### src/rtl/seq_booth_multiplier.sv
// -----------------------------------------------------------------------------
// seq_booth_multiplier
//   Multi-cycle radix-4 Booth multiplier for the MUL instruction. Operands are
//   latched on an accepted start; the product is built one radix-4 digit per
//   clock and presented as hi/lo (2*WIDTH bits). Handles signed (two's
//   complement) and unsigned operands. Latency is fixed at WIDTH/2+1 clocks.
//
// Ports
//   clk          in   1      rising-edge clock
//   clr          in   1      synchronous active-low reset (any state)
//   start        in   1      request, accepted only in IDLE or DONE
//   signed_mode  in   1      1 = signed operands, 0 = unsigned (with start)
//   a            in   WIDTH  multiplicand (sampled with start)
//   b            in   WIDTH  multiplier   (sampled with start)
//   busy         out  1      high while iterating
//   done         out  1      one-cycle pulse, hi/lo freshly valid
//   hi           out  WIDTH  upper half of product (held until next done)
//   lo           out  WIDTH  lower half of product (held until next done)
//   ovf          out  1      only with MUL_OVF_EN: product does not fit WIDTH
//
// Configuration macro: MUL_OVF_EN adds the ovf port and its logic.
// -----------------------------------------------------------------------------
module seq_booth_multiplier #(
    parameter int WIDTH = 32
) (
    input  logic             clk,
    input  logic             clr,
    input  logic             start,
    input  logic             signed_mode,
    input  logic [WIDTH-1:0] a,
    input  logic [WIDTH-1:0] b,
    output logic             busy,
    output logic             done,
    output logic [WIDTH-1:0] hi,
`ifdef MUL_OVF_EN
    output logic [WIDTH-1:0] lo,
    output logic             ovf
`else
    output logic [WIDTH-1:0] lo
`endif
);

    localparam int ITER  = WIDTH / 2 + 1;
    localparam int EXT_W = WIDTH + 2;          // extended operand width
    localparam int P_W   = EXT_W + 2;          // upper accumulator: room for +/-2M
    localparam int ACC_W = P_W + EXT_W + 1;    // {P, multiplier, Booth bit}
    localparam int CNT_W = $clog2(ITER);

    typedef enum logic [1:0] {IDLE, RUN, DONE_ST} state_t;

    state_t                   state, state_next;
    logic signed [P_W-1:0]    mcand;
    logic signed [ACC_W-1:0]  acc;
    logic signed [ACC_W-1:0]  acc_step;
    logic signed [P_W-1:0]    p_sum;
    logic [CNT_W-1:0]         cnt;
    logic                     accept;
    logic                     last;
    logic                     ext_a;
    logic                     ext_b;
`ifdef MUL_OVF_EN
    logic                     sgn;
    logic                     ovf_next;
`endif

    // Booth digit {-2,-1,0,+1,+2} applied to the multiplicand.
    function automatic logic signed [P_W-1:0] booth_addend(
        input logic [2:0]            trip,
        input logic signed [P_W-1:0] m
    );
        case (trip)
            3'b001, 3'b010: return m;
            3'b011:         return m <<< 1;
            3'b100:         return -(m <<< 1);
            3'b101, 3'b110: return -m;
            default:        return '0;
        endcase
    endfunction

    assign accept = start && (state == IDLE || state == DONE_ST);
    assign last   = (state == RUN) && (cnt == '0);
    assign ext_a  = signed_mode & a[WIDTH-1];
    assign ext_b  = signed_mode & b[WIDTH-1];

    // One radix-4 step: add digit*M into the upper part, then shift right by 2.
    // After ITER steps the full product sits at acc[..:1]; bit 0 is a spent
    // multiplier bit.
    always_comb begin
        p_sum    = acc[ACC_W-1 -: P_W] + booth_addend(acc[2:0], mcand);
        acc_step = $signed({p_sum, acc[EXT_W:0]}) >>> 2;
    end

`ifdef MUL_OVF_EN
    always_comb begin
        if (sgn)
            ovf_next = (acc_step[2*WIDTH:WIDTH+1] != {WIDTH{acc_step[WIDTH]}});
        else
            ovf_next = (acc_step[2*WIDTH:WIDTH+1] != '0);
    end
`endif

    // State register
    always_ff @(posedge clk) begin
        if (!clr)
            state <= IDLE;
        else
            state <= state_next;
    end

    // Next-state logic
    always_comb begin
        state_next = state;
        case (state)
            IDLE:    if (start) state_next = RUN;
            RUN:     if (cnt == '0) state_next = DONE_ST;
            DONE_ST: state_next = start ? RUN : IDLE;
            default: state_next = IDLE;
        endcase
    end

    // Output logic
    always_comb begin
        busy = (state == RUN);
        done = (state == DONE_ST);
    end

    // Datapath: operand capture, iteration, result registers
    always_ff @(posedge clk) begin
        if (!clr) begin
            mcand <= '0;
            acc   <= '0;
            cnt   <= '0;
            hi    <= '0;
            lo    <= '0;
`ifdef MUL_OVF_EN
            sgn   <= 1'b0;
            ovf   <= 1'b0;
`endif
        end else if (accept) begin
            mcand <= {{(P_W - WIDTH){ext_a}}, a};
            acc   <= {{P_W{1'b0}}, {2{ext_b}}, b, 1'b0};
            cnt   <= CNT_W'(ITER - 1);
`ifdef MUL_OVF_EN
            sgn   <= signed_mode;
`endif
        end else if (state == RUN) begin
            acc <= acc_step;
            cnt <= cnt - CNT_W'(1);
            if (last) begin
                hi  <= acc_step[2*WIDTH:WIDTH+1];
                lo  <= acc_step[WIDTH:1];
`ifdef MUL_OVF_EN
                ovf <= ovf_next;
`endif
            end
        end
    end

endmodule
### config.mk
export PLATFORM = sky130hd
export DESIGN_NAME = seq_booth_multiplier
export DESIGN_NICKNAME = d
export VERILOG_FILES = /design/src/rtl/seq_booth_multiplier.sv
export SDC_FILE = /design/constraint.sdc
export NUM_CORES = 1
export LEC_CHECK = 0
export ABC_AREA = 0
export CORE_ASPECT_RATIO = 1.75
export CORE_MARGIN = 2
export CORE_UTILIZATION = 45
export CTS_CLUSTER_SIZE = 24
export DETAILED_ROUTE_END_ITERATION = 10
export GPL_TIMING_DRIVEN = 1
export PLACE_DENSITY = 0.67
export SYNTH_ARGS = -nofsm -noshare
export SYNTH_HDL_FRONTEND = slang
export SYNTH_SLANG_ARGS = --single-unit
export TNS_END_PERCENT = 100
### constraint.sdc
create_clock -name clk -period 5 [get_ports clk]
set_input_delay 0.5 -clock clk [delete_from_list [all_inputs] [get_ports clk]]
set_output_delay 0.5 -clock clk [all_outputs]
set_load 0.01 [all_outputs]
## After elaboration in Yosys (flattened, before gate mapping)

Index checks and enable logic that the tools add are counted.

| operators by class | value |
|---|---|
| add/subtract/negate cells | 4 |
| eq/ne operators | 10 |
| multiplexer cells | 9 |
| bitwise logic cells | 4 |
| reductions and logical operators | 11 |

Operators with widths:

| operator | number |
|---|---|
| $pmux 36 s4 | 1 |
| $mux 35 | 2 |
| $add 36x36->36 | 1 |
| $neg 33->36 | 1 |
| $neg 34->36 | 1 |
| $mux 5 | 2 |
| $eq 3x3->1 const B | 3 |
| $eq 3x2->1 const B | 2 |
| $pmux 2 s3 | 1 |
| $reduce_or 2->1 | 3 |
| $logic_not 5->1 | 1 |
| $sub 5x1->5 const B | 1 |
| $mux 2 | 2 |
| $eq 3x1->1 const B | 1 |
| $reduce_and 3->1 | 1 |
| $and 1x1->1 | 2 |
| $eq 2x1->1 const B | 1 |
| $eq 2x2->1 const B | 1 |
| $logic_and 1x1->1 | 2 |
| $logic_not 2->1 | 1 |
| $ne 2x1->1 const B | 1 |
| $ne 2x2->1 const B | 1 |
| $not 1->1 | 2 |
| $reduce_and 2->1 | 1 |
| 3 further kinds | 3 |

| storage, ports and cells | value |
|---|---|
| flip-flop bits (word level) | 173 |
| input bits | 68 |
| output and inout port bits | 66 |
| logic and storage cells | 46 |

## Depth between registers and ports, before layout

| logic depth | value |
|---|---|
| word-level depth | 6 |
| gate-level depth with buffers | 22 |
| gate-level depth less buffers | 21 |

## Worst setup path before layout

Ideal clock, no wire load.

| timing path | value |
|---|---|
| path type | reg2reg |
| start point | register mcand[2] |
| end point | register acc[68] (netlist name) |
| setup time | 0.124 ns |
| data arrival time | 4.244 ns |
| required time | 4.876 ns |
| setup slack | 0.633 ns |
| stages on the path, launching flop included | 21 |
| buffers on the path | 3 |
| clock period less this slack | 4.367 ns |
| cell sequence | dfxtp_1 > buf_2 > nor4_4 > nand4b_2 > or3_1 > buf_2 > or2_1 > or3_4 > nand2_2 > xnor2_1 > a22oi_1 > o21ai_1 > ha_1 > clkbuf_1 > nand4_1 > or2_2 > or3_1 > o31a_1 > a21oi_1 > mux2i_1 > nand3_1 |

| between the ends | value |
|---|---|
| word-level cells in the longest chain between the ends | 3 |
| elaborated cells between the ends (all ways) | 4 |
| those cells by class | add/sub (3); mux (1) |

RTL lines:

| item | line | text |
|---|---|---|
| from (decl) | 52 | `logic signed [P_W-1:0] mcand;` |
| from (signal assigned) | 140 | `mcand <= {{(P_W - WIDTH){ext_a}}, a};` |
| $neg 34->36 / $neg 33->36 (equally long branches) | 74, 75 |  |
| $pmux 36 s4 * | 71 | `case (trip)` |
| $add 36x36->36 * | 89 | `p_sum = acc[ACC_W-1 -: P_W] + booth_addend(acc[2:0], mcand);` |

Every way passes the cells marked *; elsewhere a longest branch is shown, timed or not.
A chain may end at the register's enable or synchronous reset.

## Worst setup path after layout

| timing path | value |
|---|---|
| start point | register mcand[1] |
| end point | register hi[22] |

| between the ends | value |
|---|---|
| word-level cells in the longest chain between the ends | 3 |
| elaborated cells between the ends (all ways) | 4 |
| those cells by class | add/sub (3); mux (1) |

RTL lines:

| item | line | text |
|---|---|---|
| $neg 34->36 / $neg 33->36 (equally long branches) | 74, 75 |  |
| $pmux 36 s4 * | 71 |  |
| $add 36x36->36 * | 89 |  |
| to (signal assigned) | 150 | `hi <= acc_step[2*WIDTH:WIDTH+1];` |
| to (decl) | 34 | `output logic [WIDTH-1:0] hi,` |

Marks and branches as above.

==> summary.txt <==
Clocking
  • TritonCTS Buffers: 17
  • Clk_lat worst skew: 460 ps
  • Clk sinks: between 150 and 200
  • CTS Hold Bufs: 0
  • Root Buffer: clkbuf_16
  • Clock buffer depth: 2
  • H-tree depth: 4
  • CTS clk-pin slew, worst paths: 70 ps
  • CTS tree: yes

Critical path
  • Nature of the critical path endpoint: flip-flop
  • RR Endpoint: hi[22]$_SDFFE_PN0P_
  • Critical path peak fanout: 7
  • Crit path required time: 5350 ps
  • Startpoint class of the critical path: flip-flop
  • R2R depth: 18
  • CP arrival: approximately 5000 ps
  • Worst R2R Setup Slack: between 300 and 400 ps
  • Reg2reg start: mcand[1]$_SDFFE_PN0P_
  • Kind of critical path: flip-flop to flip-flop

Die
  • Row cnt: 74
  • Die W: ~120 um
  • Core outline area: between 20000 and 25000 um2
  • Initial Utilization: 45.4%
  • Die H: 206 um
  • IO Count: 134
  • Die Area: 24700 um2

Place
  • Port Buf Inserts: 133
  • Post-place instance area: 12100 um2
  • Routability cong.: 0.948
  • Hpwl dp: 22.3 mm
  • Cell Count Post-Placement: 1770
  • Worst slack at placement: 339 ps

Routing
  • Via Count: 10300
  • Wire length per cell: 17.5 um
  • Initial DRC Count: ~490
  • Antenna-violating nets left: 0
  • DR pass1 iterations: 5
  • Vias per cell: 5.73
  • Residual DRC: 0
  • Final wirelength: 31.5 mm

STA
  • Fin Setup TNS: 0 ps
  • Minimum clock period: 4610 ps
  • Max Transition Viols Final: 0
  • Setup Skew: 11.9 ps
  • Final WS setup: 394 ps
  • RSZ-0062 raised after global routing: no
  • Hold slack: 416 ps
  • Crit share post-route: 92.1%
  • Final setup violation count: 0
  • Max Clock Freq: 217 MHz
  • Hold Vio Cnt, Final: 0
  • Worst Max-Slew Pin Slew: 972 ps
  • Slew Limit Headroom: 35.2%

Synth
  • Prevailing post-synth register cell: dfxtp_1
  • Post-synthesis async set-or-reset flop share: 0%
  • Synth Instances: 1405
  • YS warnings: 0
  • EDFF count, synth: 0
  • Syn_nets: 1512
  • Seq/Total Area, Yosys: 32.9%
  • Mapped cell area: 10500 um2
  • Avg Cell Area, Syn: 7.49 um2
  • Post-synthesis cell type count: 67
  • Yosys reg bits: between 150 and 200

Cells and area
  • Fin cells: 1803
  • Register area: 3460 um2
  • P&R area growth vs syn: 21.5%
  • Filler Cells Inserted: approximately 2300
  • Multi-input gate area: 6570 um2
  • Fraction of layout instances using a drive strength above 1: 6.74%
  • Nets@finish: around 1600
  • Most common cell after layout, fill and taps aside: nand2_1
  • Fin util: between 50% and 60%
  • Most frequent cells in the layout: nand2_1 (326), dfxtp_1 (172), clkdlybuf4s50_1 (132)
  • Non-Filler Cell Area, Final: 12800 um2

Worst hold path
  • Worst hold-check path type: primary input to flip-flop
  • Hold Path End: mcand[32]$_SDFFE_PN0P_
  • Hold_sp: clr
  • Hold Crit Depth: 2

Status
  • Outcome: finished, final reports clean

Global route
  • Grt total ovfl: 0
  • Vias in the first global route: 10300
  • Initial antenna violation count: 1
  • Total routing usage reported by global routing: 26.0%
  • Largest net degree at the start of global routing: 114
  • Global-route wire length before repair: around 50 mm

Power and ir drop
  • PD cells: 290 nW/um2
  • Max rail drop VDD: 0.000271 V
  • Static Leak: 4.83 nW
  • Power, Total: 3.71 mW

Job
  • Max_cap viols: 0
-- where the power goes --
| part | total [mW] | switching [mW] | internal [mW] |
|---|---|---|---|
| Combinational | 0.767 | 0.458 | 0.309 |
| Clock | 1.42 | 0.590 | 0.832 |
| Sequential | 1.52 | 0.0737 | 1.44 |
-- cells in the mapped netlist (12+ instances only) --
cell type | n | share of area, %
a21boi_0 | 129 | 9.2
inv_1 | 22 | 0.79
a22oi_1 | 56 | 4.0
nor3_1 | 17 | 0.81
xor2_1 | 20 | 1.7
ha_1 | 38 | 4.5
a31oi_1 | 20 | 1.2
xnor2_1 | 36 | 3.0
a21o_1 | 17 | 1.2
buf_1 | 15 | 0.54
nand3_1 | 35 | 1.7
nor2b_1 | 12 | 0.71
nand2_1 | 327 | 12
dfxtp_1 | 173 | 33
or3_1 | 16 | 0.95
clkbuf_1 | 90 | 3.2
a211oi_1 | 12 | 0.86
o21a_1 | 15 | 1.1
a21oi_1 | 71 | 3.4
nor2_1 | 59 | 2.1
o21ai_0 | 82 | 3.9
nand2b_1 | 14 | 0.83
-- critical path, stage by stage (launching register included) --
cell and delay [ps]:
dfxtp_1 390, nor4_4 320, buf_4 170, nand2_1 110, nor2_1 300, nand2_1 150, or3_1 360, nand2_1 100
xnor2_1 140, a21oi_1 90, o21ai_0 300, ha_1 340, a21o_1 230, a21o_1 190, a21oi_2 270, nand2_1 150
a221o_1 380, and4_1 210, o31a_1 290
-- area by class of cell --
class	count	share of cell area, %
Multi-Input combinational cell	1097	51.4
Sequential cell	173	27.1
Tap cell	304	2.98
Inverter	23	0.675
Antenna cell	1	0.0196
Clock buffer	21	3.68
Timing Repair Buffer	173	12.9
Clock inverter	11	1.22
-- logic make-up (layout without fill, tap and decap cells) --
kind of cell | Yosys count | after routing | synth area share (%)
compound gates | 462 | 462 | 29.3
xor+xnor | 56 | 56 | 4.66
fa+ha+maj | 39 | 39 | 4.71
buf+inv | 135 | 228 | 4.90
flops | 173 | 173 | 32.9
mux | 9 | 9 | 0.892
other cells | 0 | 1 | 0
simple gates | 531 | 531 | 22.6
-- timing repair --
action,CTS,global route
buffers inserted,0,0
setup endpoints to repair,0,3
gates resized for setup,0,3
-- registers in the layout, summed over array words and instances, names as in the netlist --
register / cells
mcand: 33
lo: 32
state: 2
hi: 32
acc: 69
cnt: 5
-- per-layer routing --
layer  track usage (%)  wire length [um]  vias up
li1                  -                 -     5080
met1              28.7             12700     4897
met2              46.1             15700      286
met3              6.68              1910       76
met4              12.3              1180        0
met5                 0                 0        -
-- worst max-delay path by stage --
stage / from / end / slack, ps / cells after the start
after global routing: mcand[0]$_SDFFE_PN0P_ / hi[28]$_SDFFE_PN0P_ / 10 / 20
final: mcand[1]$_SDFFE_PN0P_ / hi[22]$_SDFFE_PN0P_ / 390 / 18
after floorplan: mcand[2]$_SDFFE_PN0P_ / acc[68]$_SDFFE_PP0P_ / 630 / 20
after global placement: mcand[0]$_SDFFE_PN0P_ / hi[22]$_SDFFE_PN0P_ / 360 / 18
after CTS: mcand[0]$_SDFFE_PN0P_ / hi[22]$_SDFFE_PN0P_ / 310 / 18
after detailed placement: mcand[0]$_SDFFE_PN0P_ / hi[22]$_SDFFE_PN0P_ / 340 / 18
Power figures use the tool's default switching activity.
